### src/rtl/mux4_rr_arbiter_pkg.sv
// Shared types and constants for the mux4 round-robin arbiter.
// Optional feature macro: ARB_LOCK_EN (adds the Lock input that suspends the burst limit).
package mux4_rr_arbiter_pkg;

  typedef enum logic {
    ST_IDLE = 1'b0,
    ST_OWN  = 1'b1
  } arb_state_t;

  localparam int DEF_BURST_LEN = 4;
  localparam int DEF_CNT_W     = 8;

  localparam logic [1:0] REQ0 = 2'd0;
  localparam logic [1:0] REQ1 = 2'd1;
  localparam logic [1:0] REQ2 = 2'd2;
  localparam logic [1:0] REQ3 = 2'd3;

  function automatic logic [3:0] idx_to_onehot(input logic [1:0] idx);
    logic [3:0] oh;
    oh = 4'b0000;
    oh[idx] = 1'b1;
    return oh;
  endfunction

  function automatic logic [1:0] next_idx(input logic [1:0] idx);
    return idx + 2'd1;
  endfunction

endpackage

### src/rtl/mux4_rr_arbiter_if.sv
// Request/grant bundle between four requesters and the mux4 arbiter.
// Optional feature macro: ARB_LOCK_EN (adds Lock, driven by the requester side).
//
// Handshake: Req is a level; Req[i] asks for the mux until it is dropped. Grant
// is registered and one-hot (or zero); a requester owns the mux for every cycle
// its Grant bit is high and must keep Req high to keep ownership. Sel mirrors
// the grant index and holds its last value while Grant is zero.
interface mux4_rr_arbiter_if;
  import mux4_rr_arbiter_pkg::*;

  logic [3:0] Req;
  logic [3:0] Grant;
  logic [1:0] Sel;
  logic       Busy;
  arb_state_t dbg_state;
`ifdef ARB_LOCK_EN
  logic       Lock;
`endif

`ifdef ARB_LOCK_EN
  modport master (
    output Req,
    output Lock,
    input  Grant,
    input  Sel,
    input  Busy,
    input  dbg_state
  );

  modport slave (
    input  Req,
    input  Lock,
    output Grant,
    output Sel,
    output Busy,
    output dbg_state
  );
`else
  modport master (
    output Req,
    input  Grant,
    input  Sel,
    input  Busy,
    input  dbg_state
  );

  modport slave (
    input  Req,
    output Grant,
    output Sel,
    output Busy,
    output dbg_state
  );
`endif

endinterface

### src/rtl/mux4_rr_arbiter_rr_pick4.sv
// Combinational round-robin picker: first set request at or above 'start',
// wrapping modulo 4. Used for both the idle search and the release handoff.
module rr_pick4
  import mux4_rr_arbiter_pkg::*;
(
  input  logic [3:0] req,
  input  logic [1:0] start,
  output logic       found,
  output logic [1:0] idx
);

  logic [1:0] cand;

  // Scan from the farthest offset down so the nearest set bit wins last.
  always_comb begin
    found = 1'b0;
    idx   = start;
    cand  = start;
    for (int k = 3; k >= 0; k--) begin
      cand = start + 2'(k);
      if (req[cand]) begin
        found = 1'b1;
        idx   = cand;
      end
    end
  end

endmodule

### src/rtl/mux4_rr_arbiter.sv
// Round-robin arbiter in front of a shared 4:1 one-bit mux, with bounded bursts.
// Optional feature macro: ARB_LOCK_EN (Lock input holds the owner past BURST_LEN).
module mux4_rr_arbiter
  import mux4_rr_arbiter_pkg::*;
#(
  parameter int BURST_LEN = DEF_BURST_LEN,
  parameter int CNT_W     = DEF_CNT_W
) (
  input  logic                 Clk,
  input  logic                 Rst_n,
  mux4_rr_arbiter_if.slave     bus
);

  localparam logic [CNT_W-1:0] CNT_LIMIT = CNT_W'(BURST_LEN - 1);

  arb_state_t       state_q, state_d;
  logic [3:0]       grant_q, grant_d;
  logic [1:0]       sel_q,   sel_d;
  logic             busy_q,  busy_d;
  logic [CNT_W-1:0] cnt_q,   cnt_d;
  logic [1:0]       ptr_q,   ptr_d;

  logic       pick_found;
  logic [1:0] pick_idx;
  logic [1:0] pick_start;
  logic       owner_req;
  logic       at_limit;
  logic       lock_hold;
  logic       keep_owner;

  // In OWN the search starts past the owner; in IDLE past the last owner.
  assign pick_start = (state_q == ST_OWN) ? next_idx(sel_q) : next_idx(ptr_q);

  rr_pick4 u_pick (
    .req   (bus.Req),
    .start (pick_start),
    .found (pick_found),
    .idx   (pick_idx)
  );

`ifdef ARB_LOCK_EN
  assign lock_hold = bus.Lock;
`else
  assign lock_hold = 1'b0;
`endif

  // While owning, sel_q is the owner index.
  assign owner_req  = bus.Req[sel_q];
  assign at_limit   = (cnt_q == CNT_LIMIT);
  assign keep_owner = owner_req && (!at_limit || lock_hold);

  always_ff @(posedge Clk or negedge Rst_n) begin
    if (!Rst_n) begin
      state_q <= ST_IDLE;
      grant_q <= 4'b0000;
      sel_q   <= REQ0;
      busy_q  <= 1'b0;
      cnt_q   <= '0;
      ptr_q   <= REQ3;
    end else begin
      state_q <= state_d;
      grant_q <= grant_d;
      sel_q   <= sel_d;
      busy_q  <= busy_d;
      cnt_q   <= cnt_d;
      ptr_q   <= ptr_d;
    end
  end

  always_comb begin
    state_d = state_q;
    grant_d = grant_q;
    sel_d   = sel_q;
    busy_d  = busy_q;
    cnt_d   = cnt_q;
    ptr_d   = ptr_q;

    case (state_q)
      ST_IDLE: begin
        if (pick_found) begin
          state_d = ST_OWN;
          grant_d = idx_to_onehot(pick_idx);
          sel_d   = pick_idx;
          busy_d  = 1'b1;
          cnt_d   = '0;
        end
      end

      ST_OWN: begin
        if (keep_owner) begin
          // Saturates at the limit only when Lock is suppressing the release.
          cnt_d = at_limit ? cnt_q : cnt_q + CNT_W'(1);
        end else begin
          ptr_d = sel_q;
          // A forced release always finds at least the owner itself.
          if (pick_found) begin
            grant_d = idx_to_onehot(pick_idx);
            sel_d   = pick_idx;
            busy_d  = 1'b1;
            cnt_d   = '0;
          end else begin
            state_d = ST_IDLE;
            grant_d = 4'b0000;
            busy_d  = 1'b0;
            cnt_d   = '0;
          end
        end
      end

      default: begin
        state_d = ST_IDLE;
        grant_d = 4'b0000;
        busy_d  = 1'b0;
        cnt_d   = '0;
      end
    endcase
  end

  assign bus.Grant     = grant_q;
  assign bus.Sel       = sel_q;
  assign bus.Busy      = busy_q;
  assign bus.dbg_state = state_q;

endmodule

### src/flat_wrapper.sv
// flat-port wrapper written by rule: the top's interface ports become plain ports
module mux4_rr_arbiter_flat import mux4_rr_arbiter_pkg::*;
#(
  parameter int BURST_LEN = DEF_BURST_LEN,
  parameter int CNT_W     = DEF_CNT_W
)
  (Clk, Rst_n, bus_Req, bus_Grant, bus_Sel, bus_Busy, bus_dbg_state);
  mux4_rr_arbiter_if bus_i ();
  input  logic Clk;
  input  logic Rst_n;
  input wire logic [$bits(bus_i.Req)-1:0] bus_Req;
  output wire logic [$bits(bus_i.Grant)-1:0] bus_Grant;
  output wire logic [$bits(bus_i.Sel)-1:0] bus_Sel;
  output wire logic [$bits(bus_i.Busy)-1:0] bus_Busy;
  output wire logic [$bits(bus_i.dbg_state)-1:0] bus_dbg_state;
  assign bus_i.Req = bus_Req;
  assign bus_Grant = bus_i.Grant;
  assign bus_Sel = bus_i.Sel;
  assign bus_Busy = bus_i.Busy;
  assign bus_dbg_state = bus_i.dbg_state;
  mux4_rr_arbiter #(.BURST_LEN(BURST_LEN), .CNT_W(CNT_W)) u_core (.Clk(Clk), .Rst_n(Rst_n), .bus(bus_i));
endmodule
### config.mk
export PLATFORM = sky130hd
export DESIGN_NAME = mux4_rr_arbiter_flat
export DESIGN_NICKNAME = d
export VERILOG_FILES = /design/src/rtl/mux4_rr_arbiter_pkg.sv /design/src/rtl/mux4_rr_arbiter_if.sv /design/src/rtl/mux4_rr_arbiter_rr_pick4.sv /design/src/rtl/mux4_rr_arbiter.sv /design/src/flat_wrapper.sv
export SDC_FILE = /design/constraint.sdc
export NUM_CORES = 1
export LEC_CHECK = 0
export CORE_MARGIN = 3
export CORE_UTILIZATION = 52
export CTS_CLUSTER_SIZE = 16
export DETAILED_ROUTE_END_ITERATION = 8
export PLACE_DENSITY_LB_ADDON = 0.25
export SYNTH_ARGS = -nofsm -noshare
export SYNTH_HDL_FRONTEND = slang
export SYNTH_SLANG_ARGS = --single-unit
### constraint.sdc
create_clock -name Clk -period 2.4 [get_ports Clk]
set_clock_uncertainty 0.05 [all_clocks]
set_input_delay 0.24 -clock Clk [delete_from_list [all_inputs] [get_ports Clk]]
set_output_delay 0.24 -clock Clk [all_outputs]
set_load 0.01 [all_outputs]
Word level (Yosys, flattened, before mapping):

Index checks and enable logic that the tools add are counted.

* add/sub/neg operators: 6
* magnitude comparators: 7
* equal/unequal tests: 4
* mux-type cells: 38
* bitwise operators: 2
* reductions and logical operators: 6

Operators with widths (number)
* 2-to-1 mux 8 bit: 3
* < comparator 2 x 3 -> 1 bit, second input constant: 6
* case mux 8 bit (2 select lines): 1
* 2-to-1 mux 1 bit: 14
* 2-to-1 mux 2 bit: 7
* 2-to-1 mux 4 bit: 3
* binary-select mux 1 bit (select 2 bit): 5
* adder 8 x 1 -> 8 bit, second input constant: 1
* equality test 8 x 2 -> 1 bit, second input constant: 1
* case mux 4 bit (2 select lines): 1
* adder 2 x 1 -> 2 bit, second input constant: 3
* AND reduction 2 bit: 3
* adder 2 bit, second input constant: 2
* case mux 1 bit (2 select lines): 2
* case mux 2 bit (2 select lines): 1
* inequality test 3 bit, second input constant: 1
* demux 1 bit (select 2 bit): 1
* >= comparator 2 x 1 -> 1 bit, second input constant: 1
* logical AND 1 bit: 2
* inequality test 2 x 1 -> 1 bit, second input constant: 1
* inequality test 2 bit, second input constant: 1
* inverter 1 bit: 2
* zero test 1 bit: 1

* flip-flop bits (word level): 18
* input bits: 6
* word-level logic and storage cells: 69

Logic depth before layout (Yosys ltp):

Gate-level depths: netlist of run 1.

* depth after elaboration: 16
* gate-level depth with buffers: 6
* mapped depth without buffers: 6

Cells and area by module:

A second synthesis of run 1 with hierarchy kept.

* cells, all modules: 96
* area total of the unflattened synthesis: 1012.2 um^2

By module, submodules not included
* mux4_rr_arbiter: times used 1, cells each 80, area each 912.1 um^2
* rr_pick4: times used 1, cells each 16, area each 100.1 um^2

Worst setup path before layout of run 1:

OpenSTA, ideal clock, no wires.

* kind: register to register
* start: register u_core.sel_q[0] (netlist: u_core.bus.Sel[0])
* end: register u_core.grant_q[0] (netlist: u_core.bus.Grant[0])
* setup time: 0.066 ns
* arrival time: 1.722 ns
* data required time: 2.284 ns
* slack: 0.562 ns
* cell stages (with the launch flop): 6
* path buffers: 0
* clock period less this slack: 1.838 ns
* cell sequence: dfrtp_1 > mux4_2 > a21boi_4 > and2_4 > nor3_1 > a22o_1

* cells in the longest elaborated chain, start to end: 16
* elaborated cells between the ends (all ways): 36
* those cells by class: add/sub (4); order compare (2); eq/ne (2); mux (25); reduce/logical (3)

Ends and longest elaborated chain
* from (decl): RTL line mux4_rr_arbiter.sv:18 `logic [1:0] sel_q, sel_d;`
* from (signal assigned): RTL line mux4_rr_arbiter.sv:63 `sel_q <= sel_d;`
* adder 2 x 1 -> 2 bit: RTL line mux4_rr_arbiter_pkg.sv:26 `return idx + 2'd1;`
* 2-to-1 mux 2 bit: RTL line mux4_rr_arbiter.sv:32 `assign pick_start = (state_q == ST_OWN) ? next_idx(sel_q) : next_idx(ptr_q);`
* adder 2 bit: RTL line mux4_rr_arbiter_rr_pick4.sv:20 `cand = start + 2'(k);`
* binary-select mux 1 bit (select 2 bit): RTL line mux4_rr_arbiter_rr_pick4.sv:21 `if (req[cand]) begin`
* 2-to-1 mux 1 bit (implied by the code): RTL line mux4_rr_arbiter_rr_pick4.sv:21
* 2-to-1 mux 2 bit (4 in series): RTL line mux4_rr_arbiter_rr_pick4.sv:21
* < comparator 2 x 3 -> 1 bit (implied by the code) or >= comparator 2 x 1 -> 1 bit (tied branches): RTL line mux4_rr_arbiter_pkg.sv:21 `oh[idx] = 1'b1;`
* logical AND 1 bit (implied by the code): RTL line mux4_rr_arbiter_pkg.sv:21
* 2-to-1 mux 1 bit (implied by the code): RTL line mux4_rr_arbiter_pkg.sv:21
* demux 1 bit (select 2 bit)
* 2-to-1 mux 4 bit: RTL line mux4_rr_arbiter.sv:96 `if (pick_found) begin`
* 2-to-1 mux 4 bit: RTL line mux4_rr_arbiter.sv:90 `if (keep_owner) begin`
* case mux 4 bit (2 select lines): RTL line mux4_rr_arbiter.sv:78 `case (state_q)`
* to (signal assigned): RTL line mux4_rr_arbiter.sv:62 `grant_q <= grant_d;`
* to (decl): RTL line mux4_rr_arbiter.sv:17 `logic [3:0] grant_q, grant_d;`

Several ways; a longest one is shown, not always the timed one. The select of a mux whose other input is x is not followed.
A chain may end at the register's enable or synchronous reset.

Final worst setup path of run 1:

Same ends and word-level chain as after synthesis.

==> flow_summary.toml, run 1 <==
[placed_design]
routabilityCongestion = 0.8767
io_buffers = 13
hpwl_um = 1514
dp_cells = 136

[synth]
ys_top_cells_by_area = "dfrtp_1, dfstp_2, o21ai_0, nor2_1, a21oi_1"
synth.top_cell.area_share_pct = 40.10
synth_cells = 93
async_flop_share_pct = 100.0
syn_area_um2 = 998.5
syn_nets = 100
synth_warnings = 0
yosysSeqAreaShare_pct = 45.36
ys_seq_elements = 18
syn_area_per_cell_um2 = 10.74
synth_edf_count = 0
synth_largest_area_cell = "dfrtp_1"
ys_types = 39
synthFlopType = "dfrtp_1"

[pwr]
powerDensity_nw_per_um2 = 1043
ir_worst_vdd_mv = 0.6545
p_total_mw = 1.286
p_leak_nw = 0.5263

[layout]
mostFrequentLayoutCells = "dfrtp_1, clkdlybuf4s50_1, o21ai_0"
antenna_cells = 0
fin_util_pct = 69.93
nFillCells = 141
nets = 123
drive_above_1_share_pct = 20.00
finalNonFillerCells = 140
synthToLayoutAreaGrowth_pct = 23.56
mostFrequentLayoutCell = "dfrtp_1"

[hold_path]
hp-class = "in2async"

[clock_network]
cts_hold_repair.buffers = 0
cts.path.max_buffers = 2
cts_tree = "built"
worstSkewPairLatency_ps = 290
cts_buffers = 3
cts_htree_levels = 1
clk_pin_slew_ps = 110
cts_resized = 0
cts_setup_buffers = 0
clock-sinks = 18
root_buffer = "clkbuf_4"

[detailed_routing]
avgRoutedWirePerCell_um = 14.67
routed_via_density = 5.921
first_pass_iters = 4
route.detailed.drc = 0
ant_nets = 0
first_iter_violations = 23
dr_total_vias = 829
wl_um = 2054

[outcome]
status = "finished clean"

[floorplanning]
die_w_um = 49.82
ios = 14
initial_core_util_pct = 56.60
die_y_um = 49.82
rows = 15
die-area_um2 = 2482
core_area_um2 = 1764

[worst_setup_path]
required_ps = 2590
critPathKind = "reg2reg"
crit_arrival_ps = 2190
crit_fanout = 6
endpoint_kind = "register"
cp-start-kind = "register"

[global_route]
grt_max_degree = 19
grt_pass1_vias = 830
grt_use_total_pct = 18.51
grt_first_pass_wirelength_um = 3498
antenna_found_initial = 0
overflow = 0

[timing]
fin_crit_sh_pct = 83.34
timing_hold_violations_final = 0
rsz0062_at_grt = "false"
relSlewSlack_pct = 49.17
setup_tns_ps = 0
period_needed_ps = 2000
slew_violations = 0
tightest_slew_ps = 760.1
final-setup-viol-count = 0
fmax_mhz = 499.9

[flow_run]
drv_cap = 0
critical path, cell delays in order, from the launching register on:
cell      delay [ps]
dfrtp_1          490
mux4_2           530
a21boi_4         180
and2_4           210
nor3_1           270
a22o_1           210
final cells by class:
cell class	instances	area [µm²]	area share, %
clock buffers	4	36.28	2.941
inverters	2	7.507	0.6085
repair buffers	19	175.2	14.20
well taps	25	31.28	2.536
flip-flops and latches	18	452.9	36.71
multi-input cells	72	530.5	43.00
cells in the mapped netlist, types with 2 or more instances:
master and number:
a21o_1 3, a21oi_1 5, a22o_1 2, and3_1 3, dfrtp_1 16, dfstp_2 2
inv_1 2, mux2_2 2, nand2_1 6, nand2b_1 3, nand3_1 4, nor2_1 7
nor3_1 2, nor3b_1 2, o21ai_0 8, o21bai_1 2, o31ai_1 2
through the flow:
step,setup WS (ps),hold slack (ps),instance area [µm²]
3_5_place_dp,278.0,420.1,1197
6_report,399.7,329.5,1234
4_1_cts,379.6,368.2,1234
3_3_place_gp,326.1,414.2,1197
2_1_floorplan,561.7,-105.6,998.5
5_1_grt,294.4,391.1,1234
state kept, by name, summed over array words and instances (netlist names):
| signal | count |
|---|---|
| u_core.cnt_q | 8 |
| u_core.bus.Sel | 2 |
| u_core.bus.Busy | 1 |
| u_core.bus.dbg_state | 1 |
| u_core.ptr_q | 2 |
| u_core.bus.Grant | 4 |
metal layers:
| layer | global-route usage (%) | part of all wire (%) | vias to the layer above |
|---|---|---|---|
| met5 | 0 | 0 | - |
| li1 | - | - | 397 |
| met4 | 6.912 | 1.4 | 0 |
| met3 | 4.532 | 3.6 | 5 |
| met2 | 30.62 | 49 | 16 |
| met1 | 23.21 | 46 | 411 |
where the power goes:
part	switching (mW)	leakage, nW	total, mW	internal [mW]
combinational	0.297	0.281	0.620	0.324
sequential	0.0748	0.225	0.475	0.400
clock	0.0988	0.0210	0.191	0.0924
total	0.470	0.526	1.29	0.816
path summary, 6_finish.rpt:
path,from,endpoint,slack (ps),depth (start not counted)
worst max-delay path,u_core.bus.Sel[0],u_core.bus.Grant[0],400,5
min in group Clk,u_core.cnt_q[7],u_core.cnt_q[7],430,1
worst min-delay path,Rst_n,u_core.bus.dbg_state,330,1
worst min register to register,u_core.cnt_q[7],u_core.cnt_q[7],430,1
max in group asynchronous,Rst_n,u_core.bus.Sel[0],1500,1
worst max register to register,u_core.bus.Sel[0],u_core.bus.Grant[0],400,5
cells by family after synthesis:
family                   count (synthesis)  share of synthesized area, %
AO/OA/AOI/OAI                           31                         22.68
XOR/XNOR                                 1                        0.8774
adder cells (fa/ha/maj)                  1                         1.253
buffers and inverters                    3                         1.504
flip-flops                              18                         45.36
multiplexers                             5                         8.270
AND/OR/NAND/NOR                         34                         20.05
No activity file was read; power rests on OpenSTA's default activity.
==> run 2: changes to the inputs <==
==> constraint.sdc (replaced) <==
create_clock -name Clk -period 1.9 [get_ports Clk]
set_clock_uncertainty 0.05 [all_clocks]
set_input_delay 0.19 -clock Clk [delete_from_list [all_inputs] [get_ports Clk]]
set_output_delay 0.19 -clock Clk [all_outputs]
set_load 0.01 [all_outputs]
==> run 2 against run 1 <==
Worst setup slack worse by 320 ps. Flip-flop and latch count unchanged. Count of clock-buffer cells in the layout unchanged. Worst hold slack worse by 130 ps. Register-to-register slack worse by 320 ps. Routed wire length up 26%. Power up 41%. Die area unchanged. Non-clock buffer count up 14. Cell count up 10%. Critical path depth unchanged.
==> flow_summary.toml, run 2 (synthesis results as in run 1) <==
[clock_network]
cts_buffers = 3
clock-sinks = 18
clk_pin_slew_ps = 110
cts_hold_repair.buffers = 0
cts_htree_levels = 1
cts_tree = "built"
cts.path.max_buffers = 2
worstSkewPairLatency_ps = 300
root_buffer = "clkbuf_4"

[timing]
fin_crit_sh_pct = 95.99
timing_hold_violations_final = 0
relSlewSlack_pct = 61.59
setup_tns_ps = 0
tightest_slew_ps = 574.3
layout_setup_ws_ps = 76.26
fmax_mhz = 548.3
timing.hold.ws_ps = 196.6
slew_violations = 0
period_needed_ps = 1824
final-setup-viol-count = 0

[layout]
mostFrequentLayoutCell = "buf_4"
fin_util_pct = 77.09
mostFrequentLayoutCells = "buf_4, dfrtp_1, clkdlybuf4s50_1"
ff_latch_area_um2 = 454.2
finalNonFillerCells = 154
post-route-cell-area_um2 = 1360
largest_reg_flops = 8
antenna_cells = 0
nFillCells = 117
drive_above_1_share_pct = 32.56
multi_input_area_um2 = 550.5
top_register = "u_core.cnt_q"
nets = 137
synthToLayoutAreaGrowth_pct = 36.22

[flow_run]
drv_cap = 0

[worst_setup_path]
critPathKind = "reg2reg"
r2r.worst_path.cells = 5
cp-start-kind = "register"
r2r-start = "u_core.bus.dbg_state"
required_ps = 2090
crit_path_start = "u_core.bus.dbg_state"
crit_arrival_ps = 2010
r2r_slack_ps = 80
r2r-end = "u_core.bus.Grant[0]"
endpoint_kind = "register"
crit_fanout = 6

[detailed_routing]
routed_via_density = 5.766
first_pass_iters = 4
dr_total_vias = 888
route.detailed.drc = 0
avgRoutedWirePerCell_um = 16.86
first_iter_violations = 18
ant_nets = 0
wl_um = 2596

[floorplanning]
core_area_um2 = 1764
die-area_um2 = 2482
rows = 15
die_w_um = 49.82
initial_core_util_pct = 56.60
ios = 14
die_y_um = 49.82

[pwr]
powerDensity_nw_per_um2 = 1334
p_leak_nw = 0.6014
p_total_mw = 1.815
ir_worst_vdd_mv = 0.8607

[hold_path]
hp-class = "in2async"

[placed_design]
dp_cells = 148
hpwl_um = 1834
routabilityCongestion = 0.8586
place_ws_ps = -115.9
io_buffers = 13
dpl-instance-area_um2 = 1287

[global_route]
grt_max_degree = 13
antenna_found_initial = 0
grt_use_total_pct = 22.34
overflow = 0
grt_pass1_vias = 874
grt_first_pass_wirelength_um = 4119

[outcome]
status = "finished clean"
-- run 2: cell types whose count changed in the layout (fill, tap and decap cells not counted) --
cell	previous run	this run
ha_1	1	0
nor3_1	2	1
buf_4	6	20
a211oi_2	1	2
o41ai_2	0	1
o41ai_1	1	0
dfrtp_1	16	15
nor3_2	0	1
dfrtp_2	0	1
ha_2	0	1
a211oi_1	1	0
-- run 2: worst max-delay path, stage by stage, from the launching register on --
cell and delay, ps:
dfrtp_2 470, mux2_4 350, xnor2_1 130, a221o_1 390, nor3_2 200, a22o_1 180
-- run 2: cell type report --
type | count | area share [%]
flip-flops and latches | 18 | 33.39
well taps | 25 | 2.300
multi-input cells | 72 | 40.48
clock buffers | 4 | 2.668
repair buffers | 33 | 20.61
inverters | 2 | 0.5520
-- run 2: what timing repair did --
item | 4_1_cts | 5_1_grt
setup endpoints to repair | 0 | 5
buffers inserted | 0 | 2
gates resized for setup | 0 | 5
-- run 2: worst max path at each step --
stage                                      to
after detailed placement  u_core.bus.Grant[0]
after CTS                 u_core.bus.Grant[0]
final                     u_core.bus.Grant[0]
after global placement    u_core.bus.Grant[0]
after global routing      u_core.bus.Grant[0]
after floorplan           u_core.bus.Grant[0]
-- run 2: metal layers --
| metal | up-vias | track usage [%] | routed length, µm |
|---|---|---|---|
| li1 | 422 | - | - |
| met1 | 445 | 27.90 | 1118 |
| met2 | 19 | 38.77 | 1386 |
| met3 | 2 | 4.230 | 75 |
| met4 | 0 | 6.912 | 15 |
| met5 | - | 0 | 0 |
-- run 2: power breakdown --
part	switching, mW	internal, mW	leakage [nW]
Clock	0.124	0.117	0.0210
Combinational	0.454	0.532	0.356
Sequential	0.0822	0.506	0.224
Total	0.660	1.15	0.601
